`src/rtl/univ_shift_reg_pkg.sv`:
```
// Shared definitions for the universal shift register: mode encodings and decode helpers.
package univ_shift_reg_pkg;

  localparam logic [1:0] MODE_HOLD = 2'b00;
  localparam logic [1:0] MODE_SHL  = 2'b01;
  localparam logic [1:0] MODE_SHR  = 2'b10;
  localparam logic [1:0] MODE_LOAD = 2'b11;

  typedef enum logic [1:0] {
    ModeHold = MODE_HOLD,
    ModeShl  = MODE_SHL,
    ModeShr  = MODE_SHR,
    ModeLoad = MODE_LOAD
  } mode_e;

  function automatic logic is_shift(mode_e m);
    return (m == ModeShl) || (m == ModeShr);
  endfunction

endpackage

```
`src/rtl/univ_shift_reg_frame_counter.sv`:
```
// Counts shifts within a WIDTH-shift frame and emits a registered one-cycle pulse on wrap.
module univ_shift_reg_frame_counter #(
  parameter int unsigned WIDTH = 4,
  parameter int unsigned CW    = $clog2(WIDTH)
) (
  input  logic          clk,
  input  logic          reset,
  input  logic          inc,
  input  logic          clr,
  output logic [CW-1:0] cnt,
  output logic          frame_done
);

  localparam logic [CW-1:0] CntMax = CW'(WIDTH - 1);

  logic [CW-1:0] cnt_d, cnt_q;
  logic          done_d, done_q;

  // Clear wins over increment; the pulse is only ever raised by the wrapping shift.
  always_comb begin
    cnt_d  = cnt_q;
    done_d = 1'b0;
    if (clr) begin
      cnt_d = '0;
    end else if (inc) begin
      if (cnt_q == CntMax) begin
        cnt_d  = '0;
        done_d = 1'b1;
      end else begin
        cnt_d = cnt_q + CW'(1);
      end
    end
  end

  always_ff @(posedge clk or negedge reset) begin
    if (!reset) begin
      cnt_q  <= '0;
      done_q <= 1'b0;
    end else begin
      cnt_q  <= cnt_d;
      done_q <= done_d;
    end
  end

  assign cnt        = cnt_q;
  assign frame_done = done_q;

endmodule

```
`src/rtl/univ_shift_reg.sv`:
```
// Universal shift register: hold / shift-left / shift-right / parallel load, optional rotate.
module univ_shift_reg
  import univ_shift_reg_pkg::*;
#(
  parameter int unsigned      WIDTH     = 4,
  parameter logic [WIDTH-1:0] RESET_VAL = '0,
  localparam int unsigned     CW        = $clog2(WIDTH)
) (
  input  logic             clk,
  input  logic             reset,
  input  logic             en,
  input  logic [1:0]       mode,
  input  logic             rot,
  input  logic             sin_lsb,
  input  logic             sin_msb,
  input  logic [WIDTH-1:0] pin,
  output logic [WIDTH-1:0] A,
  output logic             sout_msb,
  output logic             sout_lsb,
  output logic [CW-1:0]    cnt,
  output logic             frame_done
);

  logic [WIDTH-1:0] a_d, a_q;
  logic             inc, clr;
  mode_e            mode_dec;

  assign mode_dec = mode_e'(mode);

  always_comb begin
    a_d = a_q;
    inc = 1'b0;
    clr = 1'b0;
    if (en) begin
      inc = is_shift(mode_dec);
      unique case (mode_dec)
        ModeHold: a_d = a_q;
        ModeShl:  a_d = {a_q[WIDTH-2:0], rot ? a_q[WIDTH-1] : sin_lsb};
        ModeShr:  a_d = {rot ? a_q[0] : sin_msb, a_q[WIDTH-1:1]};
        ModeLoad: begin
          a_d = pin;
          clr = 1'b1;
        end
        default:  a_d = a_q;
      endcase
    end
  end

  always_ff @(posedge clk or negedge reset) begin
    if (!reset) begin
      a_q <= RESET_VAL;
    end else begin
      a_q <= a_d;
    end
  end

  univ_shift_reg_frame_counter #(
    .WIDTH(WIDTH),
    .CW   (CW)
  ) u_frame_counter (
    .clk       (clk),
    .reset     (reset),
    .inc       (inc),
    .clr       (clr),
    .cnt       (cnt),
    .frame_done(frame_done)
  );

  assign A        = a_q;
  assign sout_msb = a_q[WIDTH-1];
  assign sout_lsb = a_q[0];

endmodule

```
`config.mk`:
```
export PLATFORM = sky130hd
export DESIGN_NAME = univ_shift_reg
export DESIGN_NICKNAME = d
export VERILOG_FILES = /design/src/rtl/univ_shift_reg_pkg.sv /design/src/rtl/univ_shift_reg_frame_counter.sv /design/src/rtl/univ_shift_reg.sv
export SDC_FILE = /design/constraint.sdc
export NUM_CORES = 1
export LEC_CHECK = 0
export BUFFER_PORTS_ARGS = -buffer_cell sky130_fd_sc_hd__buf_2
export CAP_MARGIN = 5
export CORE_AREA = 2 2 39 41
export DETAILED_ROUTE_END_ITERATION = 12
export DIE_AREA = 0 0 41 43
export PLACE_DENSITY = 0.62
export SYNTH_ARGS = -nofsm -noshare
export SYNTH_HDL_FRONTEND = slang
export SYNTH_SLANG_ARGS = --single-unit
```
`constraint.sdc`:
```
create_clock -name clk -period 1.25 [get_ports clk]
set_input_delay 0.25 -clock clk [delete_from_list [all_inputs] [get_ports clk]]
set_output_delay 0.25 -clock clk [all_outputs]
set_load 0.05 [all_outputs]
```
After elaboration in Yosys (flattened, before gate mapping)
Index checks and enable logic that the tools add are counted.
- bits in registers: 7
- logic and storage cells: 25
- input bits: 12
- output and inout bits: 9
- $add $sub $neg: 1
- reductions and logical operators: 4
- equal/unequal tests: 4
- multiplexer cells: 12
- bitwise operators: 1
- operators with widths (cell ; count):
    one-hot mux 4 bit (3 select lines) ; 1
    two-way mux 1 bit ; 8
    == test 2 bit (second input constant) ; 3
    two-way mux 2 bit ; 3
    adder 2 x 1 -> 2 bit (second input constant) ; 1
    == test 2 x 1 -> 1 bit (second input constant) ; 1
    zero test 2 bit ; 1
    AND reduction 2 bit ; 1
    nonzero test 2 bit ; 1
    logical OR 1 bit ; 1
    inverter 1 bit ; 1

Longest topological paths before layout
Gate-level depths: netlist of run 1.
- depth after elaboration: 5
- gate-level depth with buffers: 6
- depth with buffers taken out: 5

Modules after synthesis
From an unflattened synthesis of run 1, not the netlist that was laid out.
- cells, all modules: 46
- area, all modules: 440.4 µm²
- modules (own cells, without submodules) (module ; sequential area each (µm²) ; cells an instance ; area an instance (µm²) ; times used):
    univ_shift_reg ; 100.1 ; 35 ; 307.8 ; 1
    univ_shift_reg_frame_counter ; 75.1 ; 11 ; 132.6 ; 1

Worst setup path before layout of run 1
OpenSTA, ideal clock, no wires.
- path type: register -> register
- start: register u_frame_counter.cnt_q[0] (netlist: u_frame_counter.cnt[0])
- end: register u_frame_counter.cnt_q[1] (netlist: u_frame_counter.cnt[1])
- data arrival time: 1203 ps
- library setup time: 125 ps
- buffers on the path: 0
- period minus slack after synthesis: 1327 ps
- data required time: 1125 ps
- stages on the path, launching flop included: 5
- path slack: -77 ps
- cells stage by stage: dfrtp_1 -> ha_1 -> nand3_1 -> o21a_1 -> o22ai_1
- longest elaborated chain between the ends: 4
- elaborated cells on any way between the ends: 5
- those cells by class: add/sub (1); eq/ne (1); mux (3)
- RTL lines (what ; line ; source):
    from (decl) ; univ_shift_reg_frame_counter.sv:16 ; logic [CW-1:0] cnt_d, cnt_q;
    from (signal assigned) ; univ_shift_reg_frame_counter.sv:40 ; cnt_q <= cnt_d;
    adder 2 x 1 -> 2 bit / == test 2 bit (equally long branches) ; univ_shift_reg_frame_counter.sv:30, univ_shift_reg_frame_counter.sv:26 ;
    two-way mux 2 bit (*) ; univ_shift_reg_frame_counter.sv:26 ; if (cnt_q == CntMax) begin
    two-way mux 2 bit (*) ; univ_shift_reg_frame_counter.sv:25 ; end else if (inc) begin
    two-way mux 2 bit (*) ; univ_shift_reg_frame_counter.sv:23 ; if (clr) begin
Every way passes the cells marked *; elsewhere a longest branch is shown, timed or not. The select of a mux whose other input is x is not followed.
A chain may end at the register's enable or synchronous reset.

Worst setup path after layout of run 1
- start: register a_q[0] (netlist: A[0])
- end: output port A[0]
- RTL lines (what ; line ; source):
    from (decl) ; univ_shift_reg.sv:24 ; logic [WIDTH-1:0] a_d, a_q;
    from (signal assigned) ; univ_shift_reg.sv:51 ; a_q <= RESET_VAL;
    from (signal assigned) ; univ_shift_reg.sv:53 ; a_q <= a_d;
    to (decl) ; univ_shift_reg.sv:17 ; output logic [WIDTH-1:0] A,
No word-level cell between the ends.

==> impl_metrics.csv, run 1 <==
group,metric,value,unit
run_status,status,"complete, no violations",
routing,drt_first_iter_violations,2,
worst_setup_path,cp_top_family,"flip-flops",
global_route,grt_remaining_overflow,0,
sta,skew,3.95,ps
worst_setup_path,cp-end-kind,"output pin",
sta,finalSetupViolCount,0,
finish,layout_commonest_cell,"buf_2",
finish,fillers,150,
global_route,met3_usage,1.57,%
clock_network,cts_resized,0,
clock_network,post-cts-setup-buffers,0,
worst_setup_path,arrival,930,ps
sta,hold_violations,0,
logic_synthesis,ys_ff_latch,7,
routing,vias,419,
routing,drcViolationCount,0,
die,die_y,43,um
routing,viasPerCell,4.93,
routing,postRouteAntennaNets,0,
logic_synthesis,syn_inst,48,
sta,rsz0062_at_grt,"false",
die,core_area,1380,um2
global_route,gr-max-usage-layer,"met2",
logic_synthesis,synth_nets,64,
worst_setup_path,worst-path-buf-inv,1,
routing,drt_first_pass_iters,2,
global_route,grt_max_degree,10,
sta,max_freq,845,MHz
finish,antenna_cells,0,
sta,finalSetupTns,0,ps
run,maxCapViolations,0,
global_route,antenna_found_initial,0,
die,ioPinCount,21,
finish,multi_input_area,226,um2
finish,final_cell_mix,"buf_2, nor2_1, dfrtp_1, a31oi_1",
sta,maxSlewViolCount,0,
finish,layout.nets,86,
sta,worstMarginPinSlew,308,ps
placement,gp_congestion,0.726,
global_route,grt_pass1_wl,1480,um
worst_setup_path,crit_chain,"buf_2",
global_route,grt_pass1_vias,347,
die,fp.dieW,41,um
power_and_ir_drop,power.leakage,0.290,nW
routing,wl,1010,um
sta,slew_headroom,79.5,%
worst_setup_path,required,1000,ps
logic_synthesis,synthesis.area,454,um2
routing,routedWlPerCell,11.9,um
sta,period_share,94.7,%
placement,post-place-ws,44.5,ps
worst_setup_path,cp_slowest_cell,"dfrtp_1",
worst_setup_path,critPathKind,"register to output pin",
power_and_ir_drop,power_density,1840,nW/um2
finish,final_cells,85,
sta,setup_ws,66.3,ps
die,fp-row-count,14,
logic_synthesis,syn_area_per_cell,9.46,um2
global_route,use_met1,15.2,%
sta,fin_crit,1180,ps
finish,design_area,576,um2
clock_network,clock-sinks,7,
logic_synthesis,yosys_warnings,0,
placement,placed_cell_area,539,um2
hold_path,min_path_type,"primary input to register",
global_route,grt_usage,12.5,%
worst_setup_path,crit_path_start_kind,"register",
placement,port_buffers,20,
logic_synthesis,ys_seq_area_share,38.6,%
clock_network,path_clk_slew,60,ps
finish,drive_gt1_share,40.6,%
clock_network,cts_max_level,1,
die,die_area,1760,um2
clock_network,clk_latency,250,ps
worst_setup_path,crit_fanout,5,
clock_network,cts_buffers,3,
finish,area_growth,26.7,%
power_and_ir_drop,ir_worst_vdd,0.616,mV
clock_network,cts_tree,"built",
clock_network,cts_hold_buffers,1,
placement,dp.cells,80,
finish,seq_area,178,um2
global_route,use_met2,19.4,%
worst_setup_path,critical_path.max_stage_delay,400,ps
clock_network,root_buffer,"clkbuf_4",
clock_network,clock_path_buffers,2,
sta,hold-worst-slack,275,ps
logic_synthesis,yosysUniqueCellTypes,18,
die,initial_core_util,32.8,%
-- state kept, by name, summed over array words and instances, names as in the netlist --
signal and count:
u_frame_counter.cnt 2, u_frame_counter.frame_done 1, A 4
-- synthesized netlist by cell type --
cell type	instances	share of area, %
nor2_1	6	5.0
buf_6	2	5.0
a22oi_1	3	5.0
nand3_1	1	1.1
mux2_2	2	5.0
o22ai_1	2	2.8
dfrtp_1	7	39
inv_1	4	3.3
ha_1	4	11
nor3b_1	1	1.7
a21oi_1	1	1.1
a31oi_1	5	6.9
and2b_1	1	1.7
o21a_1	1	1.7
and4b_2	1	2.5
buf_4	2	3.3
nor2b_1	1	1.4
nand2_1	4	3.3
-- power by group --
group	total [mW]	switching (mW)	internal, mW	leakage, nW
registers	0.342	0.0556	0.287	0.0805
clock network	0.204	0.0820	0.122	0.0150
logic	0.512	0.362	0.150	0.194
total	1.06	0.499	0.558	0.290
-- path summary, 6_finish.rpt --
kind,startpoint,to,slack (ps),depth (start not counted)
min in group asynchronous,reset,A[0]$_DFFE_PN0P_,360,2
worst min register to register,u_frame_counter.cnt[0]$_DFFE_PN0P_,u_frame_counter.cnt[0]$_DFFE_PN0P_,580,2
worst max-delay path,A[0]$_DFFE_PN0P_,A[0],70,1
worst min-delay path,en,u_frame_counter.cnt[0]$_DFFE_PN0P_,280,2
worst max register to register,u_frame_counter.cnt[0]$_DFFE_PN0P_,u_frame_counter.cnt[1]$_DFFE_PN0P_,140,4
max in group asynchronous,reset,u_frame_counter.cnt[1]$_DFFE_PN0P_,710,2
-- final cells by class --
type	count	share of cell area [%]
Clock buffer	4	4.57
Inverter	4	2.61
Multi-Input combinational cell	33	39.3
Sequential cell	7	30.9
Tap cell	16	3.48
Timing Repair Buffer	21	19.1
-- layer usage --
layer	wire, um	up-vias
met3	50	2
met5	0	-
met1	436	195
met2	511	13
li1	-	209
met4	12	0
-- worst register-to-register path: cells and delay by family (launching register included) --
family,cells,cell delay [ps]
AND/OR/NAND/NOR,1,80
adder cells (fa/ha/maj),1,290
flip-flops,1,420
AO/OA/AOI/OAI,2,180
-- logic make-up after synthesis --
logic type	share of synthesized area [%]
flops	38.6
fa+ha+maj	11.0
compound gates	17.4
mux	4.96
simple gates	16.5
buf+inv	11.6
-- stage by stage --
step,utilization [%],total power [mW]
6_report,41.6,1.06
5_1_grt,41.6,1.12
3_5_place_dp,39.0,0.856
3_3_place_gp,39.0,0.847
4_1_cts,41.6,1.07
2_1_floorplan,-,0.751
No activity file was read; power rests on OpenSTA's default activity.
==> inputs of run 2 (changes only) <==
ABC_AREA = 1   (was default)
PLACE_DENSITY = 0.64   (was 0.62)
==> impl_metrics.csv, run 2 <==
group,metric,value,unit
run_status,status,"complete, no violations",
finish,design_area,609,um2
global_route,antenna_found_initial,0,
worst_setup_path,cp_slowest_cell,"dfrtp_1",
placement,port_buffers,20,
finish,final_cells,107,
worst_setup_path,crit_path_start_kind,"register",
sta,period_share,94.7,%
worst_setup_path,arrival,930,ps
worst_setup_path,critical_path.max_stage_delay,400,ps
routing,postRouteAntennaNets,0,
clock_network,cts_max_level,1,
routing,drcViolationCount,0,
finish,area_growth,30.2,%
logic_synthesis,syn_inst,68,
clock_network,cts_hold_buffers,1,
sta,hold_violations,0,
finish,antenna_cells,0,
die,ioPinCount,21,
logic_synthesis,yosysUniqueCellTypes,13,
logic_synthesis,synth.top_cell.area_share,37.4,%
placement,post-place-ws,55.3,ps
worst_setup_path,crit_fanout,5,
logic_synthesis,netlist.top_cell.by_area,"dfrtp_1",
placement,gp_congestion,0.727,
die,fp.dieW,41,um
clock_network,root_buffer,"clkbuf_4",
clock_network,clock-sinks,7,
worst_setup_path,worst-path-buf-inv,1,
routing,wl,946,um
routing,vias,461,
die,die_area,1760,um2
logic_synthesis,synth_nets,84,
finish,drive_gt1_share,27.5,%
logic_synthesis,yosysMostFrequentCell,"nand2_1",
worst_setup_path,cp_top_family,"flip-flops",
routing,routedWlPerCell,8.84,um
finish,layout_commonest_cell,"nand2_1",
logic_synthesis,yosys_most_used_dff,"dfrtp_1",
finish,final_cell_mix,"nand2_1, buf_2, nor2_1",
die,core_area,1380,um2
clock_network,path_clk_slew,50,ps
hold_path,min_path_type,"primary input to register",
sta,maxSlewViolCount,0,
global_route,grt_remaining_overflow,0,
power_and_ir_drop,ir_worst_vdd,1.03,mV
clock_network,cts_resized,0,
clock_network,clock_path_buffers,2,
power_and_ir_drop,power_density,1610,nW/um2
placement,dp.cells,102,
sta,max_freq,845,MHz
die,fp-row-count,14,
routing,drt_first_iter_violations,1,
logic_synthesis,async_reset_ff_share,100,%
sta,hold-worst-slack,324,ps
logic_synthesis,synth_enable_flop_cells,0,
placement,hpwlAfterDp,768,um
sta,fin_crit,1180,ps
clock_network,clk_latency,240,ps
logic_synthesis,synth_common_cells,"nand2_1, nor2_1, dfrtp_1, inv_1, nand3_1",
die,die_y,43,um
sta,worstMarginPinSlew,270,ps
logic_synthesis,syn_area_per_cell,6.88,um2
sta,skew,0.673,ps
worst_setup_path,crit_chain,"buf_2",
routing,drt_first_pass_iters,3,
finish,largest_reg_flops,4,
global_route,grt_pass1_wl,1520,um
logic_synthesis,yosys_warnings,0,
sta,setup_ws,65.9,ps
run,maxCapViolations,0,
worst_setup_path,critPathKind,"register to output pin",
global_route,grt_max_degree,8,
clock_network,cts_tree,"built",
power_and_ir_drop,power.leakage,0.361,nW
clock_network,cts_buffers,3,
logic_synthesis,ys_ff_latch,7,
logic_synthesis,ys_seq_area_share,37.4,%
worst_setup_path,cp-end-kind,"output pin",
die,initial_core_util,33.8,%
clock_network,post-cts-setup-buffers,0,
placement,placed_cell_area,573,um2
worst_setup_path,required,1000,ps
routing,viasPerCell,4.31,
global_route,grt_pass1_vias,410,
sta,finalSetupTns,0,ps
sta,rsz0062_at_grt,"false",
finish,layout.nets,108,
logic_synthesis,netlist_top_cells_area,"dfrtp_1, nand2_1, ha_1",
logic_synthesis,synthesis.area,468,um2
sta,slew_headroom,82.0,%
global_route,grt_usage,13.1,%
sta,finalSetupViolCount,0,
[run 2: worst min-delay path, cell delays in order]
cell	delay (ps)
buf_2	80
nand2_1	40
nand3_1	70
nand2_1	40
nand2_1	50
[run 2: worst paths after layout]
kind,from,endpoint,slack (ps),depth (start not counted)
max in group asynchronous,reset,A[3]$_DFFE_PN0P_,750,2
min in group asynchronous,reset,u_frame_counter.frame_done$_DFF_PN0_,360,2
hold reg to reg,u_frame_counter.cnt[1]$_DFFE_PN0P_,u_frame_counter.cnt[1]$_DFFE_PN0P_,530,2
hold / removal,pin[2],A[2]$_DFFE_PN0P_,320,5
setup reg to reg,u_frame_counter.cnt[0]$_DFFE_PN0P_,u_frame_counter.cnt[1]$_DFFE_PN0P_,300,3
setup / recovery,A[3]$_DFFE_PN0P_,sout_msb,70,1
[run 2: stage by stage]
stage | total power [mW] | util (%)
floorplan | 0.685 | -
global placement | 0.785 | 41.4
detailed placement | 0.790 | 41.4
CTS | 1.00 | 44.0
global route | 1.05 | 44.0
finish | 0.978 | 44.0
[run 2: kinds of logic after synthesis]
group,count (synthesis),share of synthesized area [%]
AO/OA/AOI/OAI,2,2.14
adder cells (fa/ha/maj),4,10.7
buffers and inverters,11,10.4
flip-flops,7,37.4
AND/OR/NAND/NOR,44,39.3
[run 2: layout make-up]
cell class | instances | area [um2]
multi-input combinational | 50 | 244
clock buffer | 4 | 26.3
tap | 16 | 20.0
sequential | 7 | 175
fill | 145 | 774
inverter | 9 | 33.8
timing repair buffer | 21 | 110
[run 2: layer usage]
| layer | share of wire, % | wire length, um | global-route usage (%) | vias up |
|---|---|---|---|---|
| met5 | 0 | 0 | 0 | - |
| met4 | 0 | 0 | 4.00 | 0 |
| met3 | 8.6 | 81 | 7.85 | 0 |
| met2 | 45 | 429 | 21.3 | 17 |
| met1 | 46 | 434 | 13.5 | 192 |
| li1 | - | - | - | 252 |
[run 2: where the power goes]
part / internal, mW / switching, mW
Combinational: 0.118 / 0.336
Clock: 0.121 / 0.0741
Sequential: 0.278 / 0.0510
==> inputs of run 3 (changes only) <==
clock period = 1.16 ns   (was 1.25 ns; I/O delays follow)
==> impl_metrics.csv, run 3 (synthesis gave the netlist of run 2 again) <==
group,metric,value,unit
run_status,status,"complete, no violations",
global_route,grt_max_degree,8,
routing,drt_first_iter_violations,13,
routing,drcViolationCount,0,
die,core_area,1380,um2
sta,hold-worst-slack,302,ps
placement,hpwlAfterDp,813,um
finish,design_area,639,um2
sta,period_share,97.1,%
sta,max_freq,888,MHz
routing,postRouteAntennaNets,0,
finish,area_growth,36.6,%
sta,rsz0062_at_grt,"false",
clock_network,clock-sinks,7,
global_route,grt_pass1_vias,425,
die,fp-row-count,14,
global_route,antenna_found_initial,0,
clock_network,post-cts-setup-buffers,0,
sta,hold_violations,0,
worst_setup_path,critical_path.max_stage_delay,410,ps
power_and_ir_drop,total_power,1.11,mW
worst_setup_path,critPathKind,"register to output pin",
worst_setup_path,required,930,ps
worst_setup_path,cp_slowest_cell,"dfrtp_1",
routing,drt_first_pass_iters,4,
clock_network,clock_path_buffers,2,
sta,worstMarginPinSlew,248,ps
placement,port_buffers,20,
power_and_ir_drop,ir_worst_vdd,1.21,mV
sta,finalSetupViolCount,0,
die,initial_core_util,33.8,%
die,die_area,1760,um2
routing,wl,1010,um
sta,fin_crit,1130,ps
finish,antenna_cells,0,
placement,placed_cell_area,586,um2
placement,gp_congestion,0.750,
worst_setup_path,crit_fanout,4,
worst_setup_path,cp_top_family,"flip-flops",
clock_network,cts_tree,"built",
power_and_ir_drop,power.leakage,0.366,nW
placement,post-place-ws,29.8,ps
finish,fillers,139,
worst_setup_path,arrival,890,ps
finish,drive_gt1_share,32.6,%
global_route,grt_remaining_overflow,0,
clock_network,path_clk_slew,60,ps
finish,final_cell_mix,"nand2_1, buf_2, nor2_1",
finish,layout.nets,109,
global_route,grt_usage,13.8,%
sta,slew_headroom,83.6,%
die,fp.dieW,41,um
sta,skew,0.233,ps
routing,routedWlPerCell,9.39,um
routing,vias,472,
worst_setup_path,crit_path_start_kind,"register",
hold_path,min_path_type,"primary input to register",
sta,maxSlewViolCount,0,
clock_network,cts_buffers,3,
run,maxCapViolations,0,
die,die_y,43,um
die,ioPinCount,21,
clock_network,root_buffer,"clkbuf_4",
worst_setup_path,crit_chain,"buf_4",
sta,setup_ws,33.3,ps
power_and_ir_drop,power_density,1730,nW/um2
routing,viasPerCell,4.37,
finish,layout_commonest_cell,"nand2_1",
finish,largest_reg_flops,4,
global_route,grt_pass1_wl,1590,um
worst_setup_path,worst-path-buf-inv,1,
clock_network,cts_max_level,1,
worst_setup_path,cp-end-kind,"output pin",
clock_network,clk_latency,250,ps
finish,fin_util,46.2,%
run 3: changes by cell type in the layout (fill, tap and decap cells not counted), sizes merged:
cell / before / now
clkbuf: 4 / 5
run 3: final cells by class:
cell class | count | area [um2] | area share, %
clock buffer | 4 | 26.3 | 4.11
inverter | 9 | 33.8 | 5.28
sequential | 7 | 180 | 28.2
multi-input combinational | 50 | 244 | 38.2
tap | 16 | 20.0 | 3.13
timing repair buffer | 22 | 135 | 21.1
run 3: stage by stage:
step	TNS, ps	cells
final	0	108
after CTS	-23.0	108
after detailed placement	0	103
after floorplan	0	68
after global routing	0	108
after global placement	0	103
run 3: report_power, final:
part           switching, mW  total (mW)  internal (mW)
Sequential            0.0596       0.366          0.306
Combinational          0.363       0.519          0.156
Clock                 0.0922       0.224          0.131
Total                  0.514        1.11          0.594
run 3: repair_timing:
item / 4_1_cts / 5_1_grt
hold endpoints to repair: 7 / 0
resized for setup: 2 / 9
endpoints found under the setup margin: 4 / 5
cloned: 0 / 0
hold buffers: 1 / 0
run 3: final timing paths:
kind | startpoint | endpoint | slack, ps | cells past startpoint
min in group asynchronous | reset | A[2]$_DFFE_PN0P_ | 330 | 2
setup / recovery | A[2]$_DFFE_PN0P_ | A[2] | 30 | 1
hold / removal | pin[2] | A[2]$_DFFE_PN0P_ | 300 | 5
max in group asynchronous | reset | u_frame_counter.cnt[1]$_DFFE_PN0P_ | 650 | 2
setup reg to reg | u_frame_counter.cnt[0]$_DFFE_PN0P_ | u_frame_counter.cnt[0]$_DFFE_PN0P_ | 210 | 4
hold reg to reg | u_frame_counter.cnt[1]$_DFFE_PN0P_ | u_frame_counter.cnt[1]$_DFFE_PN0P_ | 540 | 2
run 3: metal layers:
layer  track usage, %  part of all wire, %  up-vias
li1                 -                    -      253
met1             15.3                   45      200
met2             21.6                   49       17
met3             7.85                  5.8        2
met4             4.00                 0.39        0
met5                0                    0        -
